## src/rtl/pipe_hazard_ctrl.sv

```systemverilog
// -----------------------------------------------------------------------------
// pipe_hazard_ctrl
//
// Stage-enable controller for a 5-stage MIPS pipeline. It generates the
// per-stage register enables and NOP-insertion controls. It also resolves
// load-use hazards with a single bubble, squashes the wrong-path fetch after
// a taken branch/jump, and sequences a multi-cycle ALU op that holds execute
// for MUL_LAT cycles. A saturating counter records cycles with fetch stalled.
//
// Parameters
//   MUL_LAT   cycles a multi-cycle op occupies execute (1..15, 1 = no stall)
//   CNT_W     width of stall_cycles
//
// Ports
//   clk, reset                      rising-edge clock, async active-low reset
//   d_valid/d_rs/d_rt/d_multicycle  decode-stage hazard fields
//   e_valid/e_mem_to_reg/e_wa       execute-stage hazard fields
//   e_branch_taken                  execute resolved a taken branch/jump
//   fetch/decode/execute/memory_enable   stage register enables
//   fetch_flush                     fetch-to-decode register loads NOP
//   execute_bubble                  decode-to-execute register loads NOP
//   memory_bubble                   execute-to-memory register loads NOP
//   mul_start                       one-cycle start pulse to multi-cycle unit
//   mul_busy                        multi-cycle op in progress
//   stall_cycles                    saturating count of fetch-stalled cycles
// -----------------------------------------------------------------------------
module pipe_hazard_ctrl #(
  parameter int MUL_LAT = 4,
  parameter int CNT_W   = 32
) (
  input  logic             clk,
  input  logic             reset,
  input  logic             d_valid,
  input  logic [4:0]       d_rs,
  input  logic [4:0]       d_rt,
  input  logic             d_multicycle,
  input  logic             e_valid,
  input  logic             e_mem_to_reg,
  input  logic [4:0]       e_wa,
  input  logic             e_branch_taken,
  output logic             fetch_enable,
  output logic             decode_enable,
  output logic             execute_enable,
  output logic             memory_enable,
  output logic             fetch_flush,
  output logic             execute_bubble,
  output logic             memory_bubble,
  output logic             mul_start,
  output logic             mul_busy,
  output logic [CNT_W-1:0] stall_cycles
);

  typedef enum logic {
    RUN = 1'b0,
    MUL = 1'b1
  } state_t;

  // Counter load value: the op spends its first execute cycle in RUN, so the
  // remaining MUL_LAT-1 cycles are spent in MUL.
  localparam logic [3:0] MUL_CNT_INIT = 4'(MUL_LAT - 1);

  state_t     state, state_nxt;
  logic [3:0] cnt, cnt_nxt;
  logic       mul_start_nxt;
  logic       load_use;
  logic       mul_issue;

  assign load_use = e_valid & e_mem_to_reg & (e_wa != 5'd0) & d_valid &
                    ((d_rs == e_wa) | (d_rt == e_wa));

  // With MUL_LAT=1 the op completes in its single execute cycle.
  assign mul_issue = d_valid & d_multicycle & (MUL_LAT > 1);

  // NOTE: every output and next-state value gets a default before any branch,
  // so no path leaves a variable unassigned and no latch is inferred.
  always_comb begin
    fetch_enable   = 1'b0;
    decode_enable  = 1'b0;
    execute_enable = 1'b0;
    memory_enable  = 1'b0;
    fetch_flush    = 1'b0;
    execute_bubble = 1'b0;
    memory_bubble  = 1'b0;
    mul_busy       = 1'b0;
    state_nxt      = state;
    cnt_nxt        = cnt;
    mul_start_nxt  = 1'b0;

    // While reset is held every control stays deasserted.
    if (reset) begin
      unique case (state)
        RUN: begin
          if (e_branch_taken) begin
            // The delay-slot instruction in decode proceeds, including a
            // multi-cycle op, which then sequences normally.
            fetch_enable   = 1'b1;
            decode_enable  = 1'b1;
            execute_enable = 1'b1;
            memory_enable  = 1'b1;
            fetch_flush    = 1'b1;
            if (mul_issue) begin
              state_nxt     = MUL;
              cnt_nxt       = MUL_CNT_INIT;
              mul_start_nxt = 1'b1;
            end
          end else if (load_use) begin
            // One bubble; the load moves on to memory, clearing the hazard.
            // A multi-cycle op in decode issues on the following cycle.
            execute_enable = 1'b1;
            execute_bubble = 1'b1;
            memory_enable  = 1'b1;
          end else begin
            fetch_enable   = 1'b1;
            decode_enable  = 1'b1;
            execute_enable = 1'b1;
            memory_enable  = 1'b1;
            if (mul_issue) begin
              state_nxt     = MUL;
              cnt_nxt       = MUL_CNT_INIT;
              mul_start_nxt = 1'b1;
            end
          end
        end

        MUL: begin
          // Execute is occupied; memory receives bubbles until the result
          // forwards in the following RUN cycle.
          memory_enable = 1'b1;
          memory_bubble = 1'b1;
          mul_busy      = 1'b1;
          if (cnt <= 4'd1) begin
            state_nxt = RUN;
            cnt_nxt   = 4'd0;
          end else begin
            cnt_nxt = cnt - 4'd1;
          end
        end

        default: state_nxt = RUN;
      endcase
    end
  end

  // NOTE: sequential state uses non-blocking assignments so every register
  // samples the pre-edge values regardless of statement order.
  always_ff @(posedge clk or negedge reset) begin
    if (!reset) begin
      state        <= RUN;
      cnt          <= 4'd0;
      mul_start    <= 1'b0;
      stall_cycles <= '0;
    end else begin
      state     <= state_nxt;
      cnt       <= cnt_nxt;
      mul_start <= mul_start_nxt;
      if (!fetch_enable && (stall_cycles != {CNT_W{1'b1}}))
        stall_cycles <= stall_cycles + CNT_W'(1);
    end
  end

endmodule

```

## config.mk

```make
export PLATFORM = sky130hd
export DESIGN_NAME = pipe_hazard_ctrl
export DESIGN_NICKNAME = d
export VERILOG_FILES = /design/src/rtl/pipe_hazard_ctrl.sv
export SDC_FILE = /design/constraint.sdc
export NUM_CORES = 1
export LEC_CHECK = 0
export CAP_MARGIN = 40
export CORE_UTILIZATION = 50
export CTS_CLUSTER_DIAMETER = 80
export DETAILED_ROUTE_END_ITERATION = 16
export HOLD_SLACK_MARGIN = 0.1
export MAX_ROUTING_LAYER = met4
export PLACE_DENSITY = 0.85
export SLEW_MARGIN = 20
export SYNTH_ARGS = -nofsm -noshare
export SYNTH_HDL_FRONTEND = slang
export SYNTH_SLANG_ARGS = --single-unit
```

## constraint.sdc

```tcl
create_clock -name clk -period 5.89 [get_ports clk]
set_input_delay 1.178 -clock clk [delete_from_list [all_inputs] [get_ports clk]]
set_output_delay 1.178 -clock clk [all_outputs]
set_load 0.03 [all_outputs]
```

==> results of run 1 <==
[cell type report]
type | instances | area [um^2]
Clock inverter | 2 | 10.0
Sequential cell | 38 | 951
Inverter | 8 | 30.0
Timing Repair Buffer | 63 | 623
Clock buffer | 5 | 68.8
Multi-Input combinational cell | 143 | 1010
Fill cell | 288 | 1040
Tap cell | 48 | 60.1
[stage by stage]
step                cells  hold slack (ns)
floorplan             195            0.492
global route          307            0.507
detailed placement    300            0.480
finish                307            0.491
CTS                   307            0.495
global placement      300            0.475
[layout by cell type, fill, tap and decap left out, types with 2 or more instances in the layout]
cell type        instances
clkdlybuf4s50_1         61
dfrtp_1                 38
xnor2_1                 27
nand2_1                 18
nand3_1                 15
xor2_1                  14
inv_1                    8
nor2_1                   6
nor3_1                   6
and3_1                   5
nor3_2                   5
nor4_1                   5
nand4_1                  5
clkbuf_8                 5
nor2_2                   4
a21oi_1                  3
o21ai_0                  3
ha_1                     3
nand2b_1                 2
and4_1                   2
and2_1                   2
and3_4                   2
a22o_1                   2
clkinv_2                 2
[registers in the layout, indices dropped and copies added, names as in the netlist]
register      cells
cnt               4
stall_cycles     32
state             1
mul_start         1
[power breakdown]
group          switching, mW  leakage (nW)  internal (mW)  total (mW)
clock                 0.0857        0.0438         0.0794       0.165
sequential            0.0534         0.497          0.304       0.357
combinational          0.181         0.676          0.139       0.320
[cell families after synthesis]
kind of cell               Yosys count
buffers and inverters               14
AOI/OAI and AO/OA                   14
xor gates and xnor gates            41
DFF                                 38
and+or+nand+nor                     85
adders and majority gates            3
[metal layers]
layer	track usage	share of wire	vias to the layer above
li1	-	-	796
met1	0.286	0.42	791
met2	0.388	0.51	55
met3	0.0397	0.048	8
met4	0.0851	0.020	0
met5	-	0	-
[worst max path at each step]
stage,to,slack [ns],depth (start not counted)
global route,execute_bubble,1.43,7
finish,execute_bubble,1.64,7
global placement,execute_bubble,1.67,7
floorplan,fetch_enable,2.38,4
detailed placement,execute_bubble,1.62,7
CTS,execute_bubble,1.62,7
[synthesized netlist by cell type, types with 3 or more instances]
cell	count	area [um^2]
nor3_2	5	50.1
nand2_1	18	67.6
inv_1	8	30.0
a21oi_1	3	15.0
nand3_1	15	75.1
nor2_2	4	25.0
dfrtp_1	38	951
nor3_1	6	30.0
o21ai_0	3	15.0
buf_4	3	22.5
and3_1	5	31.3
xor2_1	14	123
nand4_1	5	31.3
xnor2_1	27	236
nor4_1	5	31.3
ha_1	3	37.5
nor2_1	6	22.5
[worst max-delay path, stage by stage]
cell             delay [ns]
clkdlybuf4s50_1        0.56
xnor2_1                0.14
nand3_1                0.09
o22ai_1                0.20
nand2_1                0.12
nor2_1                 0.10
clkdlybuf4s50_1        0.68
==> flow_metrics.tcl, run 1 <==
set metrics [dict create \
    grt_pass1_wl_um 7460 \
    ys.flop_type "dfrtp_1" \
    place_congestion 0.804 \
    remaining_drc_errors 0 \
    clk_latency_ns 0.28 \
    htree_levels 2 \
    port_buffers 62 \
    seq_area_frac_synth 0.465 \
    grt_pass1_vias 1643 \
    cts_made_buffers 5 \
    wl_per_cell_um 14.0 \
    async_flop_share 1.00 \
    nets 284 \
    grt_max_degree 44 \
    synthAdderAreaFrac 0.0183 \
    synth_mux_area_frac 0 \
    cp-startpoint "e_wa[2]" \
    dpl.hpwl_um 3270 \
    fin_area_um2 2760 \
    relSlewSlack 0.534 \
    setup_viol 0 \
    ant_nets 0 \
    worst_pin_slew_ns 0.699 \
    io_pins 63 \
    ys_ff_latch 38 \
    period_share 0.721 \
    synth-simple-area-share 0.247 \
    cts_setup_buffers 0 \
    crit_path_max_fanout 3 \
    start_util 0.539 \
    cp-end-kind "output pin" \
    viasPerCell 5.37 \
    reg2reg_depth 8 \
    drv_cap 0 \
    area_delta_synth_final_pct 34.8 \
    syn-num-nets 220 \
    vias 1650 \
    overflow 0 \
    cp.arrival_ns 3.07 \
    run_status "complete, no violations" \
    fin_worst_skew_ns 0.00955 \
    min_from "stall_cycles[16]" \
    power_leakage_nw 1.22 \
    grt_util_all_layers 0.233 \
    clock_tree.root_cell "clkbuf_8" \
    antenna_found_initial 0 \
    cellPowerDensity_nw_per_um2 305 \
    cts_hold_buf 0 \
    worstSetupPathType "in2out" \
    ctsResizeCount 0 \
    final_max_slew_viol_count 0 \
    holdPathStages 1 \
    totalPowerFinal_mw 0.842 \
    worst_slack_ns 1.64 \
    r2r-end "stall_cycles[23]" \
    cp-start-kind "input pin" \
    final_util 0.726 \
    pre_cts_ws_ns 1.62 \
    irDropWorstVdd_mv 0.295 \
    worstHoldPathType "reg2reg" \
    fp.dieH_um 66.0 \
    rr_startpoint "stall_cycles[0]" \
    synth_cells 195 \
    postSynthAreaPerCell_um2 10.5 \
    cts_tree "built" \
    fmax_mhz 236 \
    clockBufferDepth 2 \
    core_um2 3800 \
    die_w_um 66.0 \
    post-route-min-period_ns 4.25 \
    synth_compound_area_frac 0.0550 \
    fp-row-count 22 \
    worstPathRequired_ns 4.71 \
    place_area_um2 2680 \
    synth-xor-area-share 0.176 \
    synth_top_family_by_area "simple AND/OR/NAND/NOR gates" \
    min_to "stall_cycles[16]" \
    finalHoldViolCount 0 \
    rsz0062_at_grt "no" \
    tns_ns 0 \
    synth_edf_count 0 \
    cts_sinks 38 \
    die_area_um2 4350 \
    syn_area_um2 2050 \
    cts.clk_slew.worst_paths_ns 0.07 \
    rrSetupSlack_ns 3.43 \
    n_antenna_cell 0 \
    drt_iter0_drc 107 \
    drt_pass1_iterations 4 \
    wirelength_um 4300 \
    yosys_warnings 0 \
    yosysUniqueCellTypes 38 \
    drive_above_1_share 0.100 \
]
(Power assumes the default switching activity.)
==> run 2: changes to the inputs <==
--- a/config.mk
+++ b/config.mk
@@ -6,12 +6,12 @@
 export NUM_CORES = 1
 export LEC_CHECK = 0
 export CAP_MARGIN = 40
-export CORE_UTILIZATION = 50
+export CORE_UTILIZATION = 42
 export CTS_CLUSTER_DIAMETER = 80
 export DETAILED_ROUTE_END_ITERATION = 16
 export HOLD_SLACK_MARGIN = 0.1
 export MAX_ROUTING_LAYER = met4
-export PLACE_DENSITY = 0.85
+export PLACE_DENSITY = 0.76
 export SLEW_MARGIN = 20
 export SYNTH_ARGS = -nofsm -noshare
 export SYNTH_HDL_FRONTEND = slang
==> constraint.sdc (replaced) <==
create_clock -name clk -period 3.8 [get_ports clk]
set_input_delay 0.76 -clock clk [delete_from_list [all_inputs] [get_ports clk]]
set_output_delay 0.76 -clock clk [all_outputs]
set_load 0.03 [all_outputs]
==> run 2 against run 1 <==
  * Cell area up 1.0%
  * Sequential cell count unchanged
  * Global-route usage down 4.1 points
  * Clock skew down 0.0042 ns
  * Largest power group unchanged
  * Power up 57%
  * Register-to-register slack worse by 2.1 ns
  * Combinational power up 52%
  * Critical path type unchanged
  * Sequential power up 54%
  * Utilization down 13 points
  * Via count up 0.30%
  * First-iteration DRC count down 15%
  * Sequential share of layout area down 0.34 points
==> flow_metrics.tcl, run 2 (same netlist as run 1, synthesis figures left out) <==
set metrics [dict create \
    p_int_mw 0.832 \
    worstSetupPathType "in2out" \
    run_status "complete, no violations" \
    cts_made_buffers 5 \
    crit_buf_inv 2 \
    cts.clk_slew.worst_paths_ns 0.07 \
    clockBufferDepth 2 \
    crit_family "buffers and inverters" \
    tns_ns 0 \
    fp-row-count 25 \
    irDropWorstVdd_mv 0.257 \
    fin_cells 315 \
    max_stage_delay_ns 0.68 \
    port_buffers 62 \
    place_inst 307 \
    overflow 0 \
    path_common_cell "clkdlybuf4s50_1" \
    drv_cap 0 \
    top_register "stall_cycles" \
    n_antenna_cell 0 \
    drt_iter0_drc 91 \
    largest_reg_flops 32 \
    cts_hold_buf 0 \
    wirelength_um 4290 \
    crit_slowest_cell "clkdlybuf4s50_1" \
    setup_viol 0 \
    cp-startpoint "e_wa[0]" \
    grt_pass1_wl_um 7410 \
    antenna_found_initial 0 \
    ant_nets 0 \
    place_congestion 0.859 \
    rsz0062_at_grt "no" \
    ctsResizeCount 0 \
    nets 285 \
    p_comb_frac 0.368 \
    rr_startpoint "stall_cycles[0]" \
    drt_pass1_iterations 4 \
    dpl.hpwl_um 3250 \
    clk_latency_ns 0.29 \
    remaining_drc_errors 0 \
    wl_met1_um 1920 \
    top_layer "met4" \
    start_util 0.436 \
    htree_levels 2 \
    rrSetupSlack_ns 1.30 \
    fp.dieH_um 71.8 \
    seq_power_share 0.418 \
    post-route-min-period_ns 3.40 \
    cp.depth 7 \
    layout_commonest_cell "clkdlybuf4s50_1" \
    viasPerCell 5.25 \
    final_max_slew_viol_count 0 \
    grt_max_degree 28 \
    dr_wl_met3_um 177 \
    fmax_mhz 294 \
    cellPowerDensity_nw_per_um2 474 \
    fin_worst_skew_ns 0.00540 \
    wl_per_cell_um 13.6 \
    die_w_um 71.8 \
    cts_setup_buffers 0 \
    worst_pin_slew_ns 0.802 \
    cp.arrival_ns 2.64 \
    power_switching_mw 0.487 \
    power_leakage_nw 1.23 \
    cp-start-kind "input pin" \
    r2r-end "stall_cycles[23]" \
    fillers 402 \
    top_regs "stall_cycles (32), cnt (4)" \
    routed-wl-met2_um 2130 \
    final_cell_mix "clkdlybuf4s50_1, dfrtp_1, xnor2_1" \
    clkPwrFrac 0.214 \
    cp-end-kind "output pin" \
    reg2reg_depth 8 \
    worstPathRequired_ns 3.04 \
    area_delta_synth_final_pct 36.1 \
    switching_share 0.369 \
    multi_input_comb_area_um2 1010 \
    clock_tree.root_cell "clkbuf_8" \
    grt_pass1_vias 1624 \
    period_share 0.896 \
    worstHoldPathType "in2async" \
    crit_end "execute_bubble" \
    die_area_um2 5150 \
    cts_tree "built" \
    drive_above_1_share 0.103 \
    grt_util_all_layers 0.193 \
    cts_sinks 38 \
    ff_latch_area_um2 951 \
    crit_path_max_fanout 3 \
    vias 1655 \
    finalHoldViolCount 0 \
    core_um2 4690 \
    relSlewSlack 0.461 \
    crit_chain "clkdlybuf4s50_1, xnor2_1, nand3_1, o22ai_1, nand2_1, nor2_1, clkdlybuf4s50_1" \
    io_pins 63 \
]
-- run 2: changes by cell type in the layout (fill, tap and decap cells not counted), sizes merged --
cell,change
clkinv,-1
buf,+1
clkbuf,+2
-- run 2: per-layer routing --
layer  vias to the layer above  global-route usage
met3                         7              0.0464
met4                         0              0.0741
met5                         -                   -
met1                       795               0.237
li1                        807                   -
met2                        46               0.308
-- run 2: worst min-delay path by stage --
| stage | from | endpoint | slack [ns] | cells past startpoint |
|---|---|---|---|---|
| 4_1_cts | reset | cnt[2] | 0.45 | 2 |
| 2_1_floorplan | reset | cnt[0] | 0.46 | 0 |
| 3_5_place_dp | stall_cycles[16] | stall_cycles[16] | 0.48 | 1 |
| 5_1_grt | reset | cnt[2] | 0.47 | 2 |
| 6_report | reset | cnt[2] | 0.45 | 2 |
| 3_3_place_gp | stall_cycles[26] | stall_cycles[26] | 0.48 | 1 |
-- run 2: layout make-up --
type / instances / share of cell area
Clock inverter: 1 / 0.00180
Timing Repair Buffer: 64 / 0.226
Clock buffer: 7 / 0.0310
Multi-Input combinational cell: 143 / 0.364
Sequential cell: 38 / 0.341
Tap cell: 54 / 0.0243
Inverter: 8 / 0.0108
-- run 2: stage by stage --
stage / hold WS [ns] / total power [mW] / utilization / setup WS [ns] / area, um^2
after floorplan: 0.464 / 0.872 / - / 1.13 / 2050
after global placement: 0.478 / 1.03 / 0.574 / 0.411 / 2690
after detailed placement: 0.483 / 1.05 / 0.574 / 0.378 / 2690
after CTS: 0.455 / 1.33 / 0.594 / 0.370 / 2790
after global routing: 0.468 / 1.41 / 0.594 / 0.177 / 2790
final: 0.453 / 1.32 / 0.594 / 0.396 / 2790
-- run 2: worst reg2reg max path: stages (launching register included) --
cell      delay [ns]
dfrtp_1         0.42
ha_1            0.19
nand3_1         0.15
nor2_2          0.26
nand2_4         0.13
or3_4           0.44
o21bai_4        0.46
nor4_1          0.15
xor2_1          0.17
-- run 2: power groups by stage --
stage	clock network, mW	logic (mW)	registers, mW
after floorplan	0	0.254	0.618
after CTS	0.290	0.490	0.551
after global placement	0	0.477	0.556
after detailed placement	0	0.491	0.558
after global routing	0.311	0.534	0.564
final	0.283	0.486	0.551
